===== src/rtl/postif_id_pkg.sv =====
// Shared types and constants for the postif -> id pipeline register.
package postif_id_pkg;

  localparam int unsigned PcWidth   = 32;
  localparam int unsigned InstWidth = 32;
  localparam int unsigned ExcWidth  = 32;

  localparam logic [InstWidth-1:0] NopInst = 32'h0;

  // IDLE: nothing outstanding, WAIT: read issued, CANCEL: flushed read still due
  typedef enum logic [1:0] {
    StIdle,
    StWait,
    StCancel
  } state_e;

  typedef struct packed {
    logic [PcWidth-1:0]   pc;
    logic [InstWidth-1:0] inst;
    logic [ExcWidth-1:0]  exc;
    logic                 valid;
  } id_entry_t;

  localparam id_entry_t BubbleEntry = '0;

endpackage


===== src/rtl/postif_id_if.sv =====
// Fetch/decode boundary signals between postif, the pipeline register and id.
// id_bubble_cnt_o exists only when POSTIF_ID_PERF_CNT_EN is defined.
interface postif_id_if;

  logic [31:0] pc_i;
  logic [31:0] inst_i;
  logic [31:0] exception_type_i;
  logic        inst_ren_i;
  logic        inst_ok_i;
  logic        inst_valid_i;
  logic        stall_i;
  logic        flush_i;
  logic [31:0] id_pc_o;
  logic [31:0] id_inst_o;
  logic [31:0] id_exception_type_o;
  logic        id_valid_o;
  logic        stall_req_o;
`ifdef POSTIF_ID_PERF_CNT_EN
  logic [31:0] id_bubble_cnt_o;
`endif

  modport master (
    output pc_i, inst_i, exception_type_i, inst_ren_i, inst_ok_i, inst_valid_i,
    output stall_i, flush_i,
`ifdef POSTIF_ID_PERF_CNT_EN
    input  id_bubble_cnt_o,
`endif
    input  id_pc_o, id_inst_o, id_exception_type_o, id_valid_o, stall_req_o
  );

  modport slave (
    input  pc_i, inst_i, exception_type_i, inst_ren_i, inst_ok_i, inst_valid_i,
    input  stall_i, flush_i,
`ifdef POSTIF_ID_PERF_CNT_EN
    output id_bubble_cnt_o,
`endif
    output id_pc_o, id_inst_o, id_exception_type_o, id_valid_o, stall_req_o
  );

endinterface


===== src/rtl/postif_id_hold.sv =====
// Single-entry buffer for a cache reply that lands while id is stalled.
// Clear has priority over load; load and consume never coincide in use.
module postif_id_hold
  import postif_id_pkg::*;
(
  input  logic      clk,
  input  logic      rst,
  input  logic      load_i,
  input  logic      consume_i,
  input  logic      clear_i,
  input  id_entry_t data_i,
  output logic      valid_o,
  output id_entry_t data_o
);

  logic      valid_q;
  id_entry_t data_q;

  // Occupancy flag: clear beats load beats consume
  always_ff @(posedge clk or posedge rst) begin
    if (rst) begin
      valid_q <= 1'b0;
    end else if (clear_i) begin
      valid_q <= 1'b0;
    end else if (load_i) begin
      valid_q <= 1'b1;
    end else if (consume_i) begin
      valid_q <= 1'b0;
    end
  end

  // Payload captured only on load
  always_ff @(posedge clk or posedge rst) begin
    if (rst) begin
      data_q <= BubbleEntry;
    end else if (load_i && !clear_i) begin
      data_q <= data_i;
    end
  end

  assign valid_o = valid_q;
  assign data_o  = data_q;

endmodule


===== src/rtl/postif_id.sv =====
// postif -> id pipeline register with instruction-cache wait tracking.
// Optional bubble counter enabled by defining POSTIF_ID_PERF_CNT_EN.
module postif_id
  import postif_id_pkg::*;
(
  input logic         clk,
  input logic         rst,
  postif_id_if.slave  bus
);

  state_e    state_q, state_d;
  id_entry_t id_q, id_d;
  id_entry_t live_entry, fault_entry, hold_data;
  logic      hold_valid, hold_load, hold_consume;
  logic      reply_live, fault, advance;

  // A reply counts only for a read we actually own: outstanding, or a same-cycle hit.
  // Stray inst_ok_i with nothing requested is ignored.
  assign reply_live = bus.inst_ok_i &&
                      ((state_q == StWait) || ((state_q == StIdle) && bus.inst_ren_i));
  assign fault      = !bus.inst_ren_i && (bus.exception_type_i != '0);
  assign advance    = !bus.stall_i && !bus.flush_i;

  assign live_entry  = '{pc: bus.pc_i, inst: bus.inst_i, exc: bus.exception_type_i,
                         valid: bus.inst_valid_i};
  assign fault_entry = '{pc: bus.pc_i, inst: NopInst, exc: bus.exception_type_i,
                         valid: 1'b1};

  assign hold_load    = bus.stall_i && !bus.flush_i && reply_live && !hold_valid;
  assign hold_consume = advance && hold_valid;

  postif_id_hold u_hold (
    .clk       (clk),
    .rst       (rst),
    .load_i    (hold_load),
    .consume_i (hold_consume),
    .clear_i   (bus.flush_i),
    .data_i    (live_entry),
    .valid_o   (hold_valid),
    .data_o    (hold_data)
  );

  // Cache-read tracking; a flush that coincides with the reply returns straight to idle
  always_comb begin
    state_d = state_q;
    unique case (state_q)
      StIdle:   if (bus.inst_ren_i && !bus.inst_ok_i) state_d = StWait;
      StWait: begin
        if (bus.inst_ok_i)     state_d = StIdle;
        else if (bus.flush_i)  state_d = StCancel;
      end
      StCancel: if (bus.inst_ok_i) state_d = StIdle;
      default:  state_d = StIdle;
    endcase
  end

  // id slot source select: flush, hold, live reply, fetch fault, else bubble
  always_comb begin
    id_d = id_q;
    if (bus.flush_i) begin
      id_d = BubbleEntry;
    end else if (advance) begin
      if (hold_valid)      id_d = hold_data;
      else if (reply_live) id_d = live_entry;
      else if (fault)      id_d = fault_entry;
      else                 id_d = BubbleEntry;
    end
  end

  // State and id slot registers
  always_ff @(posedge clk or posedge rst) begin
    if (rst) begin
      state_q <= StIdle;
      id_q    <= BubbleEntry;
    end else begin
      state_q <= state_d;
      id_q    <= id_d;
    end
  end

  assign bus.id_pc_o             = id_q.pc;
  assign bus.id_inst_o           = id_q.inst;
  assign bus.id_exception_type_o = id_q.exc;
  assign bus.id_valid_o          = id_q.valid;
  // Held reply means pc is already frozen upstream; no need to stall for the live read
  assign bus.stall_req_o = (state_q == StCancel) ||
                           (bus.inst_ren_i && !bus.inst_ok_i && !hold_valid);

`ifdef POSTIF_ID_PERF_CNT_EN
  logic        load_bubble;
  logic [31:0] bubble_cnt_q;

  assign load_bubble = advance && !hold_valid && !reply_live && !fault;

  // Count advance cycles that load a bubble (flush cycles excluded), wrapping
  always_ff @(posedge clk or posedge rst) begin
    if (rst) begin
      bubble_cnt_q <= '0;
    end else if (load_bubble) begin
      bubble_cnt_q <= bubble_cnt_q + 32'd1;
    end
  end

  assign bus.id_bubble_cnt_o = bubble_cnt_q;
`endif

endmodule


===== src/flat_wrapper.sv =====
// flat-port wrapper written by rule: the top's interface ports become plain ports
module postif_id_flat import postif_id_pkg::*;
  (clk, rst, bus_pc_i, bus_inst_i, bus_exception_type_i, bus_inst_ren_i, bus_inst_ok_i, bus_inst_valid_i, bus_stall_i, bus_flush_i, bus_id_pc_o, bus_id_inst_o, bus_id_exception_type_o, bus_id_valid_o, bus_stall_req_o);
  postif_id_if bus_i ();
  input logic clk;
  input logic rst;
  input wire logic [$bits(bus_i.pc_i)-1:0] bus_pc_i;
  input wire logic [$bits(bus_i.inst_i)-1:0] bus_inst_i;
  input wire logic [$bits(bus_i.exception_type_i)-1:0] bus_exception_type_i;
  input wire logic [$bits(bus_i.inst_ren_i)-1:0] bus_inst_ren_i;
  input wire logic [$bits(bus_i.inst_ok_i)-1:0] bus_inst_ok_i;
  input wire logic [$bits(bus_i.inst_valid_i)-1:0] bus_inst_valid_i;
  input wire logic [$bits(bus_i.stall_i)-1:0] bus_stall_i;
  input wire logic [$bits(bus_i.flush_i)-1:0] bus_flush_i;
  output wire logic [$bits(bus_i.id_pc_o)-1:0] bus_id_pc_o;
  output wire logic [$bits(bus_i.id_inst_o)-1:0] bus_id_inst_o;
  output wire logic [$bits(bus_i.id_exception_type_o)-1:0] bus_id_exception_type_o;
  output wire logic [$bits(bus_i.id_valid_o)-1:0] bus_id_valid_o;
  output wire logic [$bits(bus_i.stall_req_o)-1:0] bus_stall_req_o;
  assign bus_i.pc_i = bus_pc_i;
  assign bus_i.inst_i = bus_inst_i;
  assign bus_i.exception_type_i = bus_exception_type_i;
  assign bus_i.inst_ren_i = bus_inst_ren_i;
  assign bus_i.inst_ok_i = bus_inst_ok_i;
  assign bus_i.inst_valid_i = bus_inst_valid_i;
  assign bus_i.stall_i = bus_stall_i;
  assign bus_i.flush_i = bus_flush_i;
  assign bus_id_pc_o = bus_i.id_pc_o;
  assign bus_id_inst_o = bus_i.id_inst_o;
  assign bus_id_exception_type_o = bus_i.id_exception_type_o;
  assign bus_id_valid_o = bus_i.id_valid_o;
  assign bus_stall_req_o = bus_i.stall_req_o;
  postif_id u_core (.clk(clk), .rst(rst), .bus(bus_i));
endmodule

===== config.mk =====
export PLATFORM = sky130hd
export DESIGN_NAME = postif_id_flat
export DESIGN_NICKNAME = d
export VERILOG_FILES = /design/src/rtl/postif_id_pkg.sv /design/src/rtl/postif_id_if.sv /design/src/rtl/postif_id_hold.sv /design/src/rtl/postif_id.sv /design/src/flat_wrapper.sv
export SDC_FILE = /design/constraint.sdc
export NUM_CORES = 1
export LEC_CHECK = 0
export CAP_MARGIN = 0
export CORE_ASPECT_RATIO = 1.5
export CORE_MARGIN = 2
export CORE_UTILIZATION = 48
export CTS_BUF_LIST = sky130_fd_sc_hd__clkbuf_4
export CTS_CLUSTER_SIZE = 30
export DETAILED_ROUTE_END_ITERATION = 6
export PLACE_DENSITY = 0.79
export SETUP_SLACK_MARGIN = 0.4
export SLEW_MARGIN = 40
export SYNTH_ARGS = -nofsm -noshare
export SYNTH_HDL_FRONTEND = slang
export SYNTH_SLANG_ARGS = --single-unit

===== constraint.sdc =====
create_clock -name clk -period 5.9 [get_ports clk]
set_clock_uncertainty 0.1 [all_clocks]
set_input_delay 0.885 -clock clk [delete_from_list [all_inputs] [get_ports clk]]
set_output_delay 0.885 -clock clk [all_outputs]
set_load 0.005 [all_outputs]

* After elaboration in Yosys (flattened, before gate mapping)
Index checks and enable logic that the tools add are counted.
** Cells by class
- $add $sub $neg :: 0
- Multipliers :: 0
- Div/mod/pow operators :: 0
- $lt $le $gt $ge :: 0
- Equality and inequality tests :: 5
- Shift-type cells :: 0
- Multiplexer cells :: 13
- Bitwise gates (word level) :: 0
- Reductions and logical operators :: 23
** Operators by type and width (number)
- 97-bit 2-to-1 mux :: 5
- 32-bit nonzero test :: 1
- 1-bit logical AND :: 11
- 2-bit 2-to-1 mux :: 4
- 2-bit case mux with 3 select lines :: 1
- 1-bit logical NOT :: 5
- 2-bit inequality test (second input constant) :: 2
- 1-bit 2-to-1 mux :: 3
- 3-bit inequality test (second input constant) :: 1
- 3-bit AND reduction :: 1
- 3-bit nonzero test :: 1
- 2-bit by 1-bit equality test with 1-bit output (second input constant) :: 1
- 2-bit equality test (second input constant) :: 1
- 2-bit logical NOT :: 1
- 1-bit logical OR :: 2
- 2-bit nonzero test :: 1
** Word-level totals
- Register bits :: 197
- Latch bits :: 0
- Bits in writable memories :: 0
- Bits in read-only memories :: 0
- Bits of input ports :: 103
- Output and inout port bits :: 98
- Logic and storage cells :: 51
- Memories :: 0

* Longest topological paths before layout
Gate-level depths: netlist (run 1).
- Word-level depth :: 8
- Depth in mapped cells :: 8
- Mapped depth without buffers :: 4

* Modules after synthesis
A second synthesis (run 1) with hierarchy kept.
** Second synthesis, totals
- Cells, all modules :: 848
- Area total of the unflattened synthesis :: 9021.2 um2
** By module, submodules not included
- postif_id :: times used 1, cells each 637, area an instance 5241.3 um2, sequential area each 2477.4 um2
- postif_id_hold :: times used 1, cells each 211, area an instance 3779.9 um2, sequential area each 2452.4 um2

* Least setup slack after synthesis (run 1)
OpenSTA, ideal clock, no wires.
- Path type :: input port to flip-flop
- Start :: input port bus_inst_ren_i
- End :: register u_core.u_hold.data_q (netlist bit u_core.u_hold.data_o[10])
- Setup time :: 0.125 ns
- Arrival :: 2.123 ns
- Required time :: 5.675 ns
- Slack :: 3.552 ns
- Stages on the path :: 8
- Path buffers :: 4
- Path through :: o21bai_2 > nor3b_2 > buf_6 > and3b_1 > buf_4 > buf_8 > buf_12 > mux2_4
** On the way
- Longest elaborated chain between the ends :: 6
** RTL lines
- from (decl) :: RTL line flat_wrapper.sv:10 : input wire logic [$bits(bus_i.inst_ren_i)-1:0] bus_inst_ren_i;
- 1-bit logical AND :: RTL line postif_id.sv:20 : ((state_q == StWait) || ((state_q == StIdle) && bus.inst_ren_i));
- 1-bit logical OR :: RTL line postif_id.sv:20
- 1-bit logical AND :: RTL line postif_id.sv:19 : assign reply_live = bus.inst_ok_i &&
- 1-bit logical AND (2 in series) :: RTL line postif_id.sv:29 : assign hold_load = bus.stall_i && !bus.flush_i && reply_live && !hold_valid;
- 1-bit logical AND :: RTL line postif_id_hold.sv:36 : end else if (load_i && !clear_i) begin
- to (signal assigned) :: RTL line postif_id_hold.sv:35 : data_q <= BubbleEntry;
- to (signal assigned) :: RTL line postif_id_hold.sv:37 : data_q <= data_i;
- to (decl) :: RTL line postif_id_hold.sv:17 : id_entry_t data_q;
Every way passes these cells.
A chain may end at the register's enable or synchronous reset.

* Final worst setup path (run 1)
- Start :: input port bus_inst_ok_i
- End :: output port bus_stall_req_o
** On the way
- Longest elaborated chain between the ends :: 4
** RTL lines
- from (decl) :: RTL line flat_wrapper.sv:11 : input wire logic [$bits(bus_i.inst_ok_i)-1:0] bus_inst_ok_i;
- 1-bit logical NOT :: RTL line postif_id.sv:87 : (bus.inst_ren_i && !bus.inst_ok_i && !hold_valid);
- 1-bit logical AND (2 in series) :: RTL line postif_id.sv:87
- 1-bit logical OR :: RTL line postif_id.sv:86 : assign bus.stall_req_o = (state_q == StCancel) ||
- to (decl) :: RTL line flat_wrapper.sv:19 : output wire logic [$bits(bus_i.stall_req_o)-1:0] bus_stall_req_o;
Every way passes these cells.

==> impl_metrics.yaml, run 1 <==
outcome:
  status: "finished, final reports clean"
pwr:
  ir_worst_vdd_mv: 0.171
  leakage_uw: 0.00462
  pwr_density_cell_mw_per_mm2: 268
layout:
  final_nets: 1014
  area_delta_synth_final_pct: 25.6
  layout-drive-gt1-share_pct: 15.7
  nFillCells: 1555
floorplan:
  die_y_um: 174
  die_w_um: 117
  placementRows: 62
  core_mm2: 0.0190
  initial_core_util_pct: 48.5
  top_level_ports: 201
  die_area_mm2: 0.0204
yosys:
  synth-seq-area-share_pct: 53.5
  ys_seq_elements: 197
  netlist.area_leader.share_pct: 53.5
  syn_nets: 861
  synth_edf_count: 0
  synth-compound-area-share_pct: 14.2
  synth_top_family_by_area: "multiplexers"
  synth-xor-area-share_pct: 0
  syn_avg_cell_area_um2: 12.2
  yosysTopAreaCell: "dfrtp_1"
  async_flop_share_pct: 100
  post_synth_num_cell_types: 35
  ys_warn_count: 0
  synthAdderAreaFrac_pct: 0
  syn-cell-area_mm2: 0.00922
  synthMuxAreaShare_pct: 16.7
  synth_cells: 758
  synthTopCellsByArea: "dfrtp_1 (53%), mux2_2 (8.2%), a221oi_1 (6.0%)"
  yosys.area_share.simple_pct: 11.5
  synth_flop_cell: "dfrtp_1"
timing:
  period_share_pct: 53.2
  hold_ws_ns: 0.426
  finalMaxSlewViolations: 0
  max_freq_mhz: 319
  relSlewSlack_pct: 45.2
  period_needed_ns: 3.14
  rsz0062_at_grt: "false"
  final.setup.tns_ns: 0
  finalSetupViolCount: 0
  worst_pin_slew_ns: 0.822
  finalHoldViolations: 0
placement:
  dp_hpwl_um: 14400
  place_congestion: 0.754
  port_buffers: 200
route:
  ant_nets: 0
  firstDrtPassIters: 5
  vias: 6892
  wire_per_inst_um: 19.5
  via_per_inst: 5.83
  drc: 0
  postRouteWirelength_um: 23000
  initialDrtViolationCount: 594
setup_path:
  crit_path_end_kind: "output port"
  crit_type: "in2out"
  cp_data_required_time_ns: 4.91
  cp_max_fo: 6
  startpoint_type: "input port"
  crit_arrival_ns: 2.15
cts:
  cts_hold_buf: 0
  cts_buffers: 17
  cts_resized: 0
  clkLatencyLatePin_ns: 0.56
  tritoncts: "built"
  cts_htree_levels: 4
  clkSinkCount: 197
  post_cts_buffers: 0
  clockBufferDepth: 2
  root_buffer: "clkbuf_4"
  clkTransAtPathRegs_ns: 0.16
global_routing:
  grt_max_degree: 121
  antenna_found_initial: 2
  grt-ovfl-total: 0
  grt_pass1_wl_um: 37500
  track_usage_pct: 23.2
  grt_pass1_vias: 7064
flow_run:
  drv_cap: 0
min_path:
  hold_path_class: "reg2reg"
-- layout by cell type, fill, tap and decap left out, types with 2 or more instances in the layout --
cell / count
a221oi_1: 63
a22oi_1: 33
buf_12: 2
buf_4: 6
buf_6: 3
bufinv_16: 2
clkbuf_4: 18
clkdlybuf4s50_1: 198
clkinv_1: 4
clkinv_2: 3
clkinv_4: 3
dfrtp_1: 196
diode_2: 2
inv_6: 2
mux2_2: 67
mux2_4: 30
mux2i_1: 33
nand2_1: 4
nand3b_1: 32
nand4_1: 2
nor2_1: 38
nor2b_1: 63
nor3_1: 32
nor4_1: 8
o22ai_1: 33
o31ai_1: 31
-- power breakdown --
part / switching, uW / internal [uW]
Combinational: 266 / 409
Clock: 457 / 254
Sequential: 137 / 1580
-- cells by family (layout without fill, tap and decap cells) --
kind of cell / Yosys count / count (layout)
other: 0 / 2
muxes: 130 / 130
and+or+nand+nor: 184 / 184
AOI/OAI and AO/OA: 169 / 169
DFF: 197 / 197
buffers and inverters: 78 / 244
-- area by class of cell --
type                    count  area (um^2)  area share (%)
flip-flops and latches    197         4930            42.6
repair buffers            210         2130            18.4
well taps                 256          320            2.77
clock inverters            14          134            1.16
inverters                   2         11.3          0.0972
clock buffers              18          135            1.17
diodes                      2         5.00          0.0432
multi-input cells         483         3920            33.8
-- critical path, stage by stage --
cell,delay (ns)
clkdlybuf4s50_1,0.51
nor2_1,0.14
nand2_1,0.07
nand2_1,0.07
clkdlybuf4s50_1,0.49
-- flip-flops by register name, indices dropped and copies added, names as in the netlist --
register,flops
u_core.bus.id_pc_o,32
u_core.u_hold.data_o,97
u_core.bus.id_inst_o,32
u_core.state_q,2
u_core.bus.id_valid_o,1
u_core.u_hold.valid_o,1
u_core.bus.id_exception_type_o,32
-- synthesized netlist by cell type, drive strengths merged, types with 2 or more instances --
cell    instances
a221oi         63
clkbuf         57
mux2           97
nand3b         32
nand4           2
nor2b          63
nor3           33
nand2           4
inv             2
dfrtp         197
o22ai          33
a22oi          33
nor2           38
o31ai          31
o21ai           2
mux2i          33
nor4            8
and3b           2
buf            19
-- through the flow --
stage / area [um^2] / total power (uW) / instances / utilization, % / setup WS (ns)
final: 11600 / 3110 / 1182 / 60.9 / 2.76
after global routing: 11600 / 3270 / 1182 / 60.9 / 2.69
after CTS: 11600 / 3140 / 1180 / 60.9 / 2.76
after detailed placement: 11300 / 2430 / 1148 / 59.5 / 2.34
after global placement: 11300 / 2390 / 1147 / 59.3 / 2.35
after floorplan: 9220 / 2130 / 758 / - / 2.37
-- routing by layer --
metal | vias to the layer above | track usage (%) | wire [um] | share of wire [%]
li1 | 3157 | - | - | -
met1 | 3482 | 31.6 | 9760 | 42
met2 | 212 | 36.7 | 11400 | 50
met3 | 41 | 4.55 | 1110 | 4.8
met4 | 0 | 8.63 | 749 | 3.3
met5 | - | 0 | 0 | 0
-- worst paths after layout --
| path | start | to | slack (ns) | depth (start not counted) |
|---|---|---|---|---|
| worst max register to register | u_core.u_hold.valid_o$_DFFE_PP0P_ | u_core.u_hold.data_o[31]$_DFFE_PP0P_ | 3.03 | 4 |
| worst min register to register | u_core.u_hold.data_o[79]$_DFFE_PP0P_ | u_core.u_hold.data_o[79]$_DFFE_PP0P_ | 0.43 | 1 |
| worst max-delay path | bus_inst_ok_i | bus_stall_req_o | 2.76 | 5 |
| max in group asynchronous | rst | u_core.bus.id_inst_o[27]$_DFFE_PP0P_ | 3.75 | 4 |
| worst min-delay path | u_core.u_hold.data_o[79]$_DFFE_PP0P_ | u_core.u_hold.data_o[79]$_DFFE_PP0P_ | 0.43 | 1 |
| min in group asynchronous | rst | u_core.bus.id_exception_type_o[21]$_DFFE_PP0P_ | 0.66 | 2 |
Note: power is estimated with default switching activity, not from simulation.
==> inputs of run 2 (changes only) <==
--- a/config.mk
+++ b/config.mk
@@ -8,7 +8,7 @@
 export CAP_MARGIN = 0
 export CORE_ASPECT_RATIO = 1.5
 export CORE_MARGIN = 2
-export CORE_UTILIZATION = 48
+export CORE_UTILIZATION = 50
 export CTS_BUF_LIST = sky130_fd_sc_hd__clkbuf_4
 export CTS_CLUSTER_SIZE = 30
 export DETAILED_ROUTE_END_ITERATION = 6
==> constraint.sdc (replaced) <==
create_clock -name clk -period 3 [get_ports clk]
set_clock_uncertainty 0.1 [all_clocks]
set_input_delay 0.45 -clock clk [delete_from_list [all_inputs] [get_ports clk]]
set_output_delay 0.45 -clock clk [all_outputs]
set_load 0.005 [all_outputs]
==> run 2 against run 1 <==
  * Design area about the same
  * Count of clock-buffer cells in the layout decreased by 1
  * Critical endpoint unchanged
  * Die area decreased by 3.9%
  * Worst setup slack got worse by 2.2 ns
  * Sequential power increased by 96%
  * Combinational power increased by 99%
  * Non-clock buffer count increased by 7
  * Critical path type is now reg2out
  * Flip-flop and latch count unchanged
  * Core utilization increased by 3.4 points
==> impl_metrics.yaml, run 2 (synthesized netlist as in run 1, its figures left out) <==
outcome:
  status: "finished, final reports clean"
cts:
  post_cts_buffers: 0
  clkSinkCount: 197
  cts_buffers: 17
  clkLatencyLatePin_ns: 0.57
  clockBufferDepth: 2
  root_buffer: "clkbuf_4"
  clkTransAtPathRegs_ns: 0.16
  cts_htree_levels: 4
  tritoncts: "built"
  cts_resized: 0
  cts_hold_buf: 0
timing:
  period_share_pct: 82.0
  finalSetupViolCount: 0
  final.setup.tns_ns: 0
  finalHoldViolations: 0
  relSlewSlack_pct: 49.1
  max_freq_mhz: 407
  rsz0062_at_grt: "false"
  worst_pin_slew_ns: 0.763
  worst_slack_ns: 0.541
  period_needed_ns: 2.46
  finalMaxSlewViolations: 0
route:
  ant_nets: 0
  via_per_inst: 6.01
  wl_met2_um: 12000
  met3_length_um: 1120
  drc: 0
  top_layer: "met4"
  vias: 6910
  postRouteWirelength_um: 22700
  firstDrtPassIters: 5
  m1WireLength_um: 8930
  wire_per_inst_um: 19.7
  initialDrtViolationCount: 561
placement:
  place_congestion: 0.788
  dp_hpwl_um: 14400
  dpl_worst_slack_ns: 0.358
  port_buffers: 200
layout:
  final_common_cell: "clkdlybuf4s50_1"
  final_cell_mix: "clkdlybuf4s50_1 (198), dfrtp_1 (196), mux2_2 (67), a221oi_1 (63), nor2b_1 (63)"
  largest_reg_flops: 97
  final_nets: 1021
  layout-drive-gt1-share_pct: 16.6
  area_delta_synth_final_pct: 25.7
global_routing:
  antenna_found_initial: 2
  grt_max_degree: 114
  grt_pass1_wl_um: 36300
  grt-ovfl-total: 0
  grt_pass1_vias: 6975
  track_usage_pct: 23.5
floorplan:
  die_y_um: 170
  die_area_mm2: 0.0196
  placementRows: 60
  die_w_um: 115
  initial_core_util_pct: 51.2
  core_mm2: 0.0180
  top_level_ports: 201
min_path:
  hold_path_class: "in2reg"
pwr:
  leakage_uw: 0.00463
  pwr_density_cell_mw_per_mm2: 517
  power_uw: 6000
  ir_worst_vdd_mv: 0.397
flow_run:
  drv_cap: 0
setup_path:
  critPathMaxStageDelay_ns: 0.62
  critPathSlowestCell: "dfrtp_4"
  crit_type: "reg2out"
  worstPathCellList: "nor2_1 > nand2_1 > nand2_1 > clkdlybuf4s50_1"
  crit_path_end_kind: "output port"
  startpoint_type: "flip-flop"
  cp_data_required_time_ns: 2.45
  cp_max_fo: 20
  crit_arrival_ns: 1.91
  cp_common_cell: "nand2_1"
run 2: cell count changes in the layout (fill, tap and decap cells not counted), moves of 2 or more:
cell,previous run,this run
buf_12,2,6
buf_4,6,11
bufinv_16,2,0
clkinv_1,4,1
clkinv_2,3,0
clkinvlp_4,1,8
inv_8,0,2
run 2: final timing paths:
| check | start | end | slack (ns) | cells past startpoint |
|---|---|---|---|---|
| max | u_core.u_hold.valid_o$_DFFE_PP0P_ | bus_stall_req_o | 0.54 | 4 |
| min | bus_stall_i | u_core.bus.id_valid_o$_DFFE_PP0P_ | 0.14 | 4 |
| max reg2reg | u_core.state_q[1]$_DFFE_PP0P_ | u_core.bus.id_exception_type_o[29]$_DFFE_PP0P_ | 0.85 | 5 |
| min reg2reg | u_core.u_hold.data_o[67]$_DFFE_PP0P_ | u_core.u_hold.data_o[67]$_DFFE_PP0P_ | 0.42 | 1 |
| max in group asynchronous | rst | u_core.bus.id_pc_o[7]$_DFFE_PP0P_ | 1.89 | 3 |
| min in group asynchronous | rst | u_core.u_hold.data_o[90]$_DFFE_PP0P_ | 0.17 | 2 |
run 2: metrics by stage:
stage	instances	utilization, %	area (um^2)	hold WS [ns]
finish	1150	64.3	11600	0.142
global placement	1116	62.9	11300	0.389
global route	1150	64.3	11600	0.102
CTS	1148	64.3	11600	0.0802
floorplan	758	-	9220	0.380
detailed placement	1116	62.9	11300	0.394
run 2: where the power goes:
group	switching, uW	internal, uW	total [uW]
Clock	941	344	1280
Combinational	532	813	1340
Sequential	253	3120	3370
run 2: layout make-up:
cell class / count / area [um^2]
diodes: 2 / 5.00
clock buffers: 17 / 128
clock inverters: 15 / 123
fillers: 1426 / 6420
inverters: 2 / 11.3
multi-input cells: 483 / 3920
flip-flops and latches: 197 / 4930
well taps: 217 / 272
repair buffers: 217 / 2210
run 2: metal layers:
layer,vias to the layer above,global-route usage [%]
li1,3178,-
met1,3509,29.6
met2,189,38.8
met3,34,4.34
met4,0,10.9
met5,-,0
run 2: critical path: cells and delay by family, from the launching register on:
kind	cells	cell delay, ns
flops	1	0.62
buf+inv	1	0.49
simple gates	3	0.25
